==> src/rtl/result_reader_pkg.sv <==
// Shared definitions for the result_reader bus master: FSM state encoding,
// SRAM select bit and the BCD result word type.
package result_reader_pkg;

    typedef enum logic [2:0] {
        ST_IDLE = 3'd0,
        ST_REQ  = 3'd1,
        ST_ADDR = 3'd2,
        ST_READ = 3'd3,
        ST_CAPT = 3'd4,
        ST_OUT  = 3'd5,
        ST_FIN  = 3'd6
    } state_t;

    // Address bit 0 low selects SRAM; high would select the EPROM.
    localparam logic SRAM_SEL = 1'b0;

    localparam int IDX_W  = 21;
    localparam int ADDR_W = IDX_W + 1;

    typedef logic [15:0] result_word_t;

endpackage

==> src/rtl/result_reader_bcd_nibble_check.sv <==
// Combinational BCD validity check: flags a 16-bit word holding any nibble above 9.
module bcd_nibble_check
    import result_reader_pkg::*;
(
    input  result_word_t word_i,
    output logic         invalid_o
);

    logic [3:0] nib_bad;

    for (genvar gi = 0; gi < 4; gi++) begin : g_nib
        assign nib_bad[gi] = (word_i[gi*4 +: 4] > 4'd9);
    end

    assign invalid_o = |nib_bad;

endmodule

==> src/rtl/result_reader.sv <==
// Reads BCD result words from SRAM over the shared bus and streams them out on a
// valid/ready port. Optional BCD checker enabled by RESULT_READER_BCD_CHECK_EN.
module result_reader
    import result_reader_pkg::*;
#(
    parameter int RD_LAT = 1,
    parameter int CNT_W  = 8
) (
    input  logic              clk,
    input  logic              rst,
    input  logic              start,
    input  logic [IDX_W-1:0]  base_idx,
    input  logic [CNT_W-1:0]  count,
    output logic              bus_req,
    input  logic              bus_gnt,
    output logic [ADDR_W-1:0] addr_bus,
    input  logic [15:0]       data_bus,
    output logic              rd,
    output logic [15:0]       out_data,
    output logic              out_valid,
    input  logic              out_ready,
    output logic              busy,
`ifdef RESULT_READER_BCD_CHECK_EN
    output logic              done,
    output logic              bcd_err
`else
    output logic              done
`endif
);

    localparam logic [1:0]       LAT_LAST = 2'(RD_LAT - 1);
    localparam logic [CNT_W-1:0] CNT_ONE  = CNT_W'(1);

    state_t            state_q, state_d;
    logic [IDX_W-1:0]  idx_q, idx_d;
    logic [CNT_W-1:0]  rem_q, rem_d;
    logic [1:0]        lat_q, lat_d;
    logic [ADDR_W-1:0] addr_q, addr_d;
    result_word_t      out_data_q, out_data_d;
    logic              bus_req_q, bus_req_d;
    logic              rd_q, rd_d;
    logic              out_valid_q, out_valid_d;
    logic              busy_q, busy_d;
    logic              done_q, done_d;

    always_comb begin
        state_d     = state_q;
        idx_d       = idx_q;
        rem_d       = rem_q;
        lat_d       = lat_q;
        out_data_d  = out_data_q;
        out_valid_d = out_valid_q;
        busy_d      = busy_q;

        case (state_q)
            ST_IDLE: begin
                if (start) begin
                    idx_d   = base_idx;
                    rem_d   = count;
                    busy_d  = 1'b1;
                    state_d = (count == '0) ? ST_FIN : ST_REQ;
                end
            end
            ST_REQ: begin
                if (bus_gnt) begin
                    state_d = ST_ADDR;
                end
            end
            ST_ADDR: begin
                lat_d   = '0;
                state_d = bus_gnt ? ST_READ : ST_REQ;
            end
            ST_READ: begin
                if (!bus_gnt) begin
                    state_d = ST_REQ;
                end else if (lat_q == LAT_LAST) begin
                    state_d = ST_CAPT;
                end else begin
                    lat_d = lat_q + 2'd1;
                end
            end
            ST_CAPT: begin
                // A grant lost right at capture still abandons the word; idx is untouched.
                if (!bus_gnt) begin
                    state_d = ST_REQ;
                end else begin
                    out_data_d  = data_bus;
                    out_valid_d = 1'b1;
                    state_d     = ST_OUT;
                end
            end
            ST_OUT: begin
                if (out_ready) begin
                    out_valid_d = 1'b0;
                    idx_d       = idx_q + 1'b1;
                    rem_d       = rem_q - CNT_ONE;
                    state_d     = (rem_q == CNT_ONE) ? ST_FIN : ST_ADDR;
                end
            end
            ST_FIN: begin
                busy_d  = 1'b0;
                state_d = ST_IDLE;
            end
            default: begin
                state_d = ST_IDLE;
            end
        endcase

        // Outputs are decoded from the next state so they leave the block registered.
        bus_req_d = state_d inside {ST_REQ, ST_ADDR, ST_READ, ST_CAPT, ST_OUT};
        rd_d      = (state_d == ST_READ);
        done_d    = (state_d == ST_FIN);
        addr_d    = (state_d == ST_ADDR) ? {idx_d, SRAM_SEL} : addr_q;
    end

    always_ff @(posedge clk) begin
        if (rst) begin
            state_q     <= ST_IDLE;
            idx_q       <= '0;
            rem_q       <= '0;
            lat_q       <= '0;
            addr_q      <= '0;
            out_data_q  <= '0;
            bus_req_q   <= 1'b0;
            rd_q        <= 1'b0;
            out_valid_q <= 1'b0;
            busy_q      <= 1'b0;
            done_q      <= 1'b0;
        end else begin
            state_q     <= state_d;
            idx_q       <= idx_d;
            rem_q       <= rem_d;
            lat_q       <= lat_d;
            addr_q      <= addr_d;
            out_data_q  <= out_data_d;
            bus_req_q   <= bus_req_d;
            rd_q        <= rd_d;
            out_valid_q <= out_valid_d;
            busy_q      <= busy_d;
            done_q      <= done_d;
        end
    end

    assign bus_req   = bus_req_q;
    assign addr_bus  = addr_q;
    assign rd        = rd_q;
    assign out_data  = out_data_q;
    assign out_valid = out_valid_q;
    assign busy      = busy_q;
    assign done      = done_q;

`ifdef RESULT_READER_BCD_CHECK_EN
    logic bcd_err_q, bcd_err_d;
    logic word_bad;

    bcd_nibble_check u_bcd_check (
        .word_i    (data_bus),
        .invalid_o (word_bad)
    );

    always_comb begin
        bcd_err_d = bcd_err_q;
        if (state_q == ST_IDLE && start) begin
            bcd_err_d = 1'b0;
        end else if (state_q == ST_CAPT && bus_gnt && word_bad) begin
            bcd_err_d = 1'b1;
        end
    end

    always_ff @(posedge clk) begin
        if (rst) begin
            bcd_err_q <= 1'b0;
        end else begin
            bcd_err_q <= bcd_err_d;
        end
    end

    assign bcd_err = bcd_err_q;
`endif

endmodule

==> config.mk <==
export PLATFORM = sky130hd
export DESIGN_NAME = result_reader
export DESIGN_NICKNAME = d
export VERILOG_FILES = /design/src/rtl/result_reader_pkg.sv /design/src/rtl/result_reader_bcd_nibble_check.sv /design/src/rtl/result_reader.sv
export SDC_FILE = /design/constraint.sdc
export NUM_CORES = 1
export LEC_CHECK = 0
export CORE_ASPECT_RATIO = 0.6
export CORE_MARGIN = 2
export CORE_UTILIZATION = 55
export CTS_BUF_LIST = sky130_fd_sc_hd__clkbuf_4 sky130_fd_sc_hd__clkbuf_8
export DETAILED_ROUTE_END_ITERATION = 10
export PLACE_DENSITY = 0.95
export REMOVE_ABC_BUFFERS = 1
export SLEW_MARGIN = 15
export SYNTH_ARGS = -nofsm -noshare
export SYNTH_HDL_FRONTEND = slang
export SYNTH_HIERARCHICAL = 1
export SYNTH_SLANG_ARGS = --single-unit
==> constraint.sdc <==
create_clock -name clk -period 3.8 [get_ports clk]
set_clock_uncertainty 0.15 [all_clocks]
set_input_delay 0.57 -clock clk [delete_from_list [all_inputs] [get_ports clk]]
set_output_delay 0.57 -clock clk [all_outputs]
set_load 0.01 [all_outputs]
==> flow_metrics.env, run 1 <==
export IMPL_rows=23
export IMPL_dr_pass1_iters=5
export IMPL_final_setup_tns_ns=0
export IMPL_grt_pass1_wl_um=16570
export IMPL_power_density_mw_per_mm2=375.7
export IMPL_antenna_found_initial=0
export IMPL_grt_max_degree=50
export IMPL_insertion_delay_ns=0.34
export IMPL_yosysWarnings=6
export IMPL_grt_pass1_vias=3438
export IMPL_rsz0062_at_grt="false"
export IMPL_antenna_left=0
export IMPL_final_common_cell="clkdlybuf4s50_1"
export IMPL_worst_pin_slew_ns=1.059
export IMPL_fin_crit_ns=2.918
export IMPL_area_delta_synth_final_pct=29.91
export IMPL_via_per_inst=6.011
export IMPL_critPathArrivalTime_ns=3.01
export IMPL_vias=3745
export IMPL_drt_iter0_drc=384
export IMPL_routed_wl_um=10250
export IMPL_setup_ws_ns=0.8820
export IMPL_cts_buffers=9
export IMPL_numPortBuffers=91
export IMPL_p_int_w=0.001316
export IMPL_period_share_pct=76.79
export IMPL_cts_resized=0
export IMPL_combPwrFrac_pct=17.7
export IMPL_syn_inst=453
export IMPL_gp_congestion=0.9128
export IMPL_synth_top_flop_cell="dfxtp_1"
export IMPL_min_from="lat_q[0]$_SDFFE_PP0P_"
export IMPL_crit_required_ns=3.89
export IMPL_dp_hpwl_um=7177
export IMPL_synth_async_reset_ratio_pct=0
export IMPL_clk_pin_slew_ns=0.08
export IMPL_die_x_um=110.4
export IMPL_maxCapViolations=0
export IMPL_crit_path_end_kind="flip-flop"
export IMPL_pwr_share_seq_pct=48.8
export IMPL_cp_startpoint="bus_gnt"
export IMPL_status="finished clean"
export IMPL_track_usage_pct=27.52
export IMPL_leakage_nw=1.700
export IMPL_die_area_mm2=0.007490
export IMPL_setup_violations=0
export IMPL_hold_path_class="flip-flop to flip-flop"
export IMPL_p_switching_w=0.0005075
export IMPL_clockPowerShare_pct=33.5
export IMPL_start_util_pct=56.45
export IMPL_switching_share_pct=27.83
export IMPL_slew_viol_final=0
export IMPL_drive_gt1_share_pct=8.209
export IMPL_synth_edf_count=0
export IMPL_max_freq_mhz=342.7
export IMPL_cp_max_fo=20
export IMPL_postSynthAreaPerCell_um2=8.247
export IMPL_h_tree_depth=3
export IMPL_hold_viol=0
export IMPL_final_cell_mix="clkdlybuf4s50_1 (90), dfxtp_1 (76), nand2_1 (63)"
export IMPL_die_y_um=67.84
export IMPL_netlist_area_mm2=0.003736
export IMPL_slew_headroom_pct=29.11
export IMPL_ys_types=65
export IMPL_cts_sinks=76
export IMPL_cts_tree="built"
export IMPL_postCtsSetupBuffers=0
export IMPL_drc=0
export IMPL_seq_area_frac_synth_pct=40.72
export IMPL_antennaDiodeCount=0
export IMPL_hold_buffers=0
export IMPL_vdd_drop_max_uv=222.1
export IMPL_ys_ff_latch=76
export IMPL_overflow=0
export IMPL_ios=93
export IMPL_crit_type="input pin to flip-flop"
export IMPL_power_w=0.001824
export IMPL_wire_per_inst_um=16.46
export IMPL_rr_startpoint="state_q[0]$_SDFF_PP0_"
export IMPL_cts_root_buffer="clkbuf_8"
export IMPL_preCtsSetupSlack_ns=0.6065
export IMPL_fp_coreArea_mm2=0.006619
export IMPL_final_nets=585
export IMPL_cts_buffer_depth=2
export IMPL_startpoint_type="input pin"
[per-stage QoR]
step	instances	cell area (um2)	hold WS [ns]	utilization, %
2_1_floorplan	420	3575	0.2758	-
3_3_place_gp	607	4657	0.2910	70.36
4_1_cts	623	4853	0.3126	73.33
6_report	623	4853	0.3101	73.33
3_5_place_dp	607	4657	0.2994	70.36
5_1_grt	623	4853	0.3261	73.33
[per-layer routing]
metal	routed length, um	share of wire [%]	track usage (%)
met5	0	0	0
met4	74	0.72	7.031
met3	756	7.4	8.326
met2	4932	48	47.85
met1	4491	44	34.30
[kinds of logic (layout without fill, tap and decap cells)]
kind of cell / count (synthesis) / in the layout / synth area share, %
buffers and inverters: 47 / 130 / 5.727
AND/OR/NAND/NOR: 192 / 192 / 27.06
multiplexers: 13 / 13 / 3.784
adder cells (fa/ha/maj): 4 / 4 / 1.340
flip-flops: 76 / 76 / 40.72
AO/OA/AOI/OAI: 120 / 120 / 21.27
other: 1 / 1 / 0.1004
[critical path: stages]
cell             delay (ns)
clkdlybuf4s50_1        0.56
a21bo_2                0.27
o311ai_4               0.67
inv_1                  0.14
nor2_1                 0.14
buf_4                  0.27
mux2_2                 0.37
[worst paths after layout]
kind | endpoint | slack (ns) | depth (start not counted)
max | addr_bus[7]$_SDFFE_PP0N_ | 0.88 | 7
min reg2reg | lat_q[0]$_SDFFE_PP0P_ | 0.31 | 2
max reg2reg | addr_bus[7]$_SDFFE_PP0N_ | 0.94 | 6
min | lat_q[0]$_SDFFE_PP0P_ | 0.31 | 2
[sequential cells by signal (all words and copies together) (netlist names)]
register	cells
busy	1
rem_q	8
state_q	3
lat_q	2
addr_bus	21
bus_req	1
rd	1
out_valid	1
idx_q	21
done	1
out_data	16
[power by group through the flow]
stage | clock network [W] | registers [W] | logic (W)
3_5_place_dp | 0 | 0.000905 | 0.000319
2_1_floorplan | 0 | 0.000903 | 0.000154
6_report | 0.000611 | 0.000889 | 0.000323
5_1_grt | 0.000659 | 0.000896 | 0.000351
3_3_place_gp | 0 | 0.000902 | 0.000307
4_1_cts | 0.000618 | 0.000887 | 0.000322
[cells in the mapped netlist, types with 2 or more instances]
library cell	instances	share of area, %
buf_6	2	0.60
or4_1	3	0.60
dfxtp_1	76	41
a21oi_1	49	6.6
a32o_1	3	0.80
and4b_1	2	0.54
nor2_1	40	4.0
clkbuf_1	15	1.5
a211oi_1	15	3.0
nand2_1	63	6.3
o311a_1	2	0.54
a21o_1	2	0.40
a22o_1	2	0.47
a311oi_1	2	0.47
a31oi_1	9	1.5
mux2_1	3	0.90
nor2b_1	13	2.2
buf_2	12	1.6
buf_1	2	0.20
a22oi_1	7	1.4
nand4_1	10	1.7
a221oi_1	4	0.94
o21ai_0	12	1.6
nor3_1	11	1.5
inv_1	14	1.4
ha_1	4	1.3
nand2b_1	4	0.67
a32oi_1	2	0.47
or3_1	2	0.33
mux2i_1	4	1.1
buf_4	2	0.40
nand3_1	11	1.5
nor4b_1	2	0.47
mux2_2	6	1.8
and4_1	5	1.2
and3_1	5	0.84
nor4_1	5	0.84
[final cells by class]
class / count / area (um2)
inverter: 14 / 52.55
sequential: 76 / 1521
timing repair buffer: 100 / 973.4
clock inverter: 6 / 65.06
multi-input combinational: 330 / 2001
fill: 523 / 1765
clock buffer: 10 / 131.4
tap: 87 / 108.9
No activity file was read; power rests on OpenSTA's default activity.
==> run 2, diff against run 1 <==
--- a/config.mk
+++ b/config.mk
@@ -7,10 +7,10 @@
 export LEC_CHECK = 0
 export CORE_ASPECT_RATIO = 0.6
 export CORE_MARGIN = 2
-export CORE_UTILIZATION = 55
+export CORE_UTILIZATION = 46
 export CTS_BUF_LIST = sky130_fd_sc_hd__clkbuf_4 sky130_fd_sc_hd__clkbuf_8
 export DETAILED_ROUTE_END_ITERATION = 10
-export PLACE_DENSITY = 0.95
+export PLACE_DENSITY = 0.86
 export REMOVE_ABC_BUFFERS = 1
 export SLEW_MARGIN = 15
 export SYNTH_ARGS = -nofsm -noshare
==> constraint.sdc (replaced) <==
create_clock -name clk -period 2.6 [get_ports clk]
set_clock_uncertainty 0.15 [all_clocks]
set_input_delay 0.39 -clock clk [delete_from_list [all_inputs] [get_ports clk]]
set_output_delay 0.39 -clock clk [all_outputs]
set_load 0.01 [all_outputs]
==> run 2 against run 1 <==
Effect of this change:
- count of clock-buffer cells in the layout stayed put
- cell area grew 4.8%
- total power increased by 59%
- critical path type unchanged
- largest cell class unchanged
- largest power group unchanged
- highest routed layer unchanged
==> flow_metrics.env, run 2 (synthesis results as in run 1) <==
export IMPL_reg2reg_to="addr_bus[3]$_SDFFE_PP0N_"
export IMPL_die_area_mm2=0.008883
export IMPL_grt_pass1_vias=3497
export IMPL_rsz0062_at_grt="false"
export IMPL_fp_coreArea_mm2=0.007883
export IMPL_crit_required_ns=2.70
export IMPL_hold_path_class="flip-flop to flip-flop"
export IMPL_slew_viol_final=0
export IMPL_final_area_mm2=0.005085
export IMPL_final_nets=606
export IMPL_dr_pass1_iters=6
export IMPL_setup_violations=0
export IMPL_cts_tree="built"
export IMPL_antenna_left=0
export IMPL_power_w=0.002905
export IMPL_crit_path_max_incr_delay_ns=0.60
export IMPL_period_share_pct=92.80
export IMPL_critPathArrivalTime_ns=2.51
export IMPL_die_y_um=73.81
export IMPL_cts_sinks=76
export IMPL_wl_met2_um=4679
export IMPL_track_usage_pct=24.20
export IMPL_fin_crit_ns=2.413
export IMPL_dp_hpwl_um=7671
export IMPL_ios=93
export IMPL_hold_buffers=0
export IMPL_rr_startpoint="lat_q[0]$_SDFFE_PP0P_"
export IMPL_antennaDiodeCount=0
export IMPL_grt_pass1_wl_um=16930
export IMPL_insertion_delay_ns=0.36
export IMPL_numPortBuffers=91
export IMPL_r2r_slack_ns=0.21
export IMPL_status="finished clean"
export IMPL_startpoint_type="input pin"
export IMPL_start_util_pct=47.40
export IMPL_cts_buffers=9
export IMPL_worst_pin_slew_ns=0.7350
export IMPL_h_tree_depth=3
export IMPL_vdd_drop_max_uv=317.3
export IMPL_drive_gt1_share_pct=11.67
export IMPL_leakage_nw=1.831
export IMPL_final_cell_mix="clkdlybuf4s50_1 (90), dfxtp_1 (76), nand2_1 (63)"
export IMPL_area_delta_synth_final_pct=36.10
export IMPL_post_dp_cell_area_mm2=0.004841
export IMPL_path_cells="clkdlybuf4s50_1 > and4b_1 > a221oi_2 > or4_1 > nor2_1 > buf_4 > mux2_2"
export IMPL_slew_headroom_pct=50.82
export IMPL_die_x_um=120.3
export IMPL_min_path_cells=2
export IMPL_antenna_found_initial=0
export IMPL_clk_pin_slew_ns=0.08
export IMPL_crit_path_end_kind="flip-flop"
export IMPL_wire_per_inst_um=15.79
export IMPL_grt_max_degree=36
export IMPL_power_density_mw_per_mm2=571.4
export IMPL_drc=0
export IMPL_via_per_inst=5.680
export IMPL_cp_max_fo=11
export IMPL_rows=25
export IMPL_vias=3777
export IMPL_crit_path_top_delay_cell="clkdlybuf4s50_1"
export IMPL_routed_wl_um=10500
export IMPL_maxCapViolations=0
export IMPL_postCtsSetupBuffers=0
export IMPL_drt_iter0_drc=358
export IMPL_cts_resized=0
export IMPL_crit_type="input pin to flip-flop"
export IMPL_top_layer_used="met4"
export IMPL_cts_root_buffer="clkbuf_8"
export IMPL_max_freq_mhz=414.5
export IMPL_overflow=0
export IMPL_whs_endpoint="out_data[14]$_SDFFE_PP0P_"
export IMPL_worstRegToRegCells=8
export IMPL_min_from="out_data[14]$_SDFFE_PP0P_"
export IMPL_cts_buffer_depth=2
export IMPL_wl_met1_um=4982
export IMPL_final_common_cell="clkdlybuf4s50_1"
export IMPL_hold_viol=0
export IMPL_wl_met3_um=743
export IMPL_gp_congestion=0.8681
## run 2: cell types whose count changed in the layout (fill, tap and decap cells not counted), sizes merged
cell	delta
clkinvlp	-1
buf	+21
bufinv	+2
clkinv	-1
## run 2: power by group
group          total, W  internal, W  leakage [nW]  switching (W)
logic          0.000504     0.000260          1.09       0.000244
registers       0.00129      0.00123         0.619      0.0000640
clock network   0.00111     0.000650         0.124       0.000458
## run 2: worst max-delay path: cells and delay by family
kind | cells | cell delay [ns]
and+or+nand+nor | 3 | 0.92
buffers and inverters | 2 | 0.80
muxes | 1 | 0.35
AOI/OAI and AO/OA | 1 | 0.04
## run 2: how the worst max path moves through the flow
stage,start,endpoint,slack (ns),cells after the start
final,bus_gnt,addr_bus[3]$_SDFFE_PP0N_,0.19,7
after CTS,bus_gnt,addr_bus[3]$_SDFFE_PP0N_,0.22,7
after global placement,bus_gnt,addr_bus[4]$_SDFFE_PP0N_,-0.14,7
after floorplan,state_q[1]$_SDFF_PP0_,addr_bus[1]$_SDFFE_PP0N_,-0.38,5
after global routing,lat_q[0]$_SDFFE_PP0P_,addr_bus[3]$_SDFFE_PP0N_,0.05,8
after detailed placement,bus_gnt,addr_bus[4]$_SDFFE_PP0N_,-0.13,7
## run 2: layout make-up
class,instances,area (um2)
clock buffer,10,131.4
clock inverter,6,112.6
fill,677,2798
inverter,14,52.55
multi-input combinational,330,2001
sequential,76,1521
tap,108,135.1
timing repair buffer,121,1131
## run 2: per-stage QoR
| stage | hold slack (ns) | TNS, ns | util, % | setup slack (ns) | cells |
|---|---|---|---|---|---|
| after floorplan | 0.2758 | -5.034 | - | -0.3776 | 420 |
| after global placement | 0.2902 | -1.664 | 61.41 | -0.1387 | 649 |
| after detailed placement | 0.2961 | -1.526 | 61.41 | -0.1325 | 649 |
| after CTS | 0.3072 | 0 | 64.51 | 0.2166 | 665 |
| after global routing | 0.3308 | 0 | 64.51 | 0.04774 | 665 |
| final | 0.3072 | 0 | 64.51 | 0.1872 | 665 |
## run 2: layer usage
| layer | track usage, % | up-vias |
|---|---|---|
| li1 | - | 1840 |
| met4 | 5.685 | 0 |
| met5 | 0 | - |
| met2 | 39.02 | 132 |
| met3 | 6.910 | 11 |
| met1 | 32.45 | 1794 |
==> RTL change: new RTL, config.mk and constraints of run 2 <==
The option `RESULT_READER_BCD_CHECK_EN` is turned on by a define.
--- a/src/rtl/result_reader.sv
+++ b/src/rtl/result_reader.sv
@@ -2,2 +2,4 @@
 // valid/ready port. Optional BCD checker enabled by RESULT_READER_BCD_CHECK_EN.
+`define RESULT_READER_BCD_CHECK_EN
+
 module result_reader
Function (old outputs only; new: bcd_err): kept (equiv_simple and equiv_induct, registers matched by name and starting in step).
==> RTL change against run 2 <==
- worst setup slack improved by 0.069 ns
- via count is 1.9% higher
- non-clock buffer count shrank 10
- design area up 0.12%
- utilization fell by 0.43 points
- clock power fell by 6%
- critical path depth shrank 1
- area after synthesis grew 1.7%
- sequential share of layout area is 0.36 points higher
- power fell by 2.3%
- wire length decreased by 0.50%
- sequential cell count is 1 higher
==> RTL change: results (changes against run 2) <==
synthesized-area fraction occupied by xor and xnor cells=0% (unchanged); final wirelength=10400 um (was 10500 um); pin count of the biggest net entering global routing=55 (was 36); r2r setup slk=0.26 ns (was 0.21 ns); Unique masters post-synth=60 (was 65); cell chosen for the clock root=clkbuf_8 (unchanged); Static Leak=1.81 nW (was 1.83 nW); average wire length per cell after detail routing=15.6 um (was 15.8 um); primary flip-flop cell chosen by synthesis mapping=dfxtp_1 (unchanged); post-placement worst setup slack=0.0451 ns (was -0.133 ns); endpoint of the most critical setup path=addr_bus[8]$_SDFFE_PP0N_ (was addr_bus[3]$_SDFFE_PP0N_); buffer levels on the longest clock path=2 (unchanged); asr flop ratio synth=0% (unchanged); Detailed Routing Iterations Pass 1=5 (was 6); CTS H-tree lvls=3 (unchanged); routing usage on met3=7.06% (was 6.91%); placed cell count=655 (was 649); Arrival @ worst endpoint=2.44 ns (was 2.51 ns); register clock-pin slew on the reported worst setup and hold paths=0.08 ns (about the same); Mean Syn Cell Area=8.14 sq um (was 8.25 sq um); worst IR drop on VDD=0.000391 V (was 0.000317 V); synth top area cells=dfxtp_1 (41%), nand2_1 (6.7%), nor2_1 (6.3%) (was dfxtp_1 (41%), a21oi_1 (6.6%), nand2_1 (6.3%)); met1 capacity usage during global routing=32.4% (about the same); grt met2 use=36.1% (was 39.0%); number of nets in the final layout=612 (was 606); slowest stage delay, CP=slightly below 0.6 ns; fraction of final layout cells sized beyond drive strength 1=10.1% (was 11.7%); iteration-0 DRC count of the detailed router=352 (was 358); HP Class=in2reg (was reg2reg); GRT Total Usage=23.6% (was 24.2%); YS warnings=6 (unchanged); RePlAce Congestion=0.910 (was 0.868); via count of the first global-routing pass=3398 (was 3497); global route hottest layer=met2 (unchanged); post-synthesis compound-gate area fraction=22.4% (was 21.3%); Max Freq=427 MHz (was 414 MHz); ratio of routed vias to standard cells=5.73 (was 5.68); clock insertion delay at the later pin of the skew report=about 0.37 ns; half-perimeter wire length after placement=7690 um (was 7670 um); sequential share of the synthesized area=40.6% (was 40.7%); CTS Buf Count=9 (unchanged); timing startpoint of the critical path=state_q[0]$_SDFF_PP0_ (was bus_gnt); Antenna Cells=0 (unchanged); kind of cell adding the most delay to the critical path=simple AND/OR/NAND/NOR gates (unchanged); adder-cell share of the synthesized area=1.32% (was 1.34%); CP Max Fanout=15 (was 11); Rel. slew slack=63.7% (was 50.8%); number of antenna violations at the first check in global routing=0 (unchanged); global-route wire length before repair=16600 um (was 16900 um); Reg2Reg Depth=6 (was 8); master of the slowest instance on the critical path=or4b_1 (was clkdlybuf4s50_1); commonest cells in the synthesized netlist=dfxtp_1 (77), nand2_1 (68), nor2_1 (64) (was dfxtp_1 (76), nand2_1 (63), a21oi_1 (49)); total of buffers placed on input and output ports=92 (was 91); outcome=complete, no violations (unchanged); Hold Crit Endpoint=idx_q[10]$_SDFF_PP0_ (was out_data[14]$_SDFFE_PP0P_); Final Hold Slack=0.287 ns (was 0.307 ns); multiplexer fraction of the synthesized cell area=1.35% (was 3.78%); worst hold start=rst (was out_data[14]$_SDFFE_PP0P_); worst hold path depth=2 (unchanged)
[RTL change: cells by family (layout without fill, tap and decap cells)]
group / after synthesis / count (layout)
simple gates: 216 / 216
flops: 77 / 77
other cells: 1 / 1
compound gates: 122 / 122
mux: 5 / 5
buf+inv: 42 / 138
fa+ha+maj: 4 / 4
[RTL change: per-stage QoR]
| stage | area (sq um) | setup TNS [ns] | total power [mW] |
|---|---|---|---|
| after global routing | 5090 | 0 | 2.97 |
| after floorplan | 3630 | -5.12 | 1.55 |
| final | 5090 | 0 | 2.84 |
| after global placement | 4860 | 0 | 1.80 |
| after CTS | 5090 | 0 | 2.85 |
| after detailed placement | 4860 | 0 | 1.81 |
[RTL change: worst reg2reg max path: stages, from the launching register on]
cell and delay [ns]:
dfxtp_1 0.49, buf_4 0.24, or4b_1 0.59, nand2_1 0.17
o21ai_0 0.11, a221oi_1 0.35, a211oi_1 0.12
[RTL change: metal layers]
layer | routed length (um) | up-vias
met5 | 0 | -
met4 | 155 | 0
met3 | 1080 | 24
met2 | 4390 | 187
met1 | 4830 | 1762
li1 | - | 1874
[RTL change: final cells by class]
class,count,area [sq um]
Fill cell,674,2850
Multi-Input combinational cell,348,2050
Sequential cell,77,1540
Timing Repair Buffer,111,1100
Tap cell,108,135
Clock buffer,9,124
Clock inverter,7,105
Inverter,11,41.3
[RTL change: power breakdown]
group	total, mW	leakage (nW)	internal, mW	switching (mW)
Clock	1.04	0.112	0.555	0.490
Combinational	0.480	1.07	0.245	0.235
Sequential	1.31	0.628	1.24	0.0709
[RTL change: repair_timing]
action | 4_1_cts | 5_1_grt
setup endpoints to repair | 0 | 1
resized for setup | 0 | 1
buffers inserted | 0 | 0
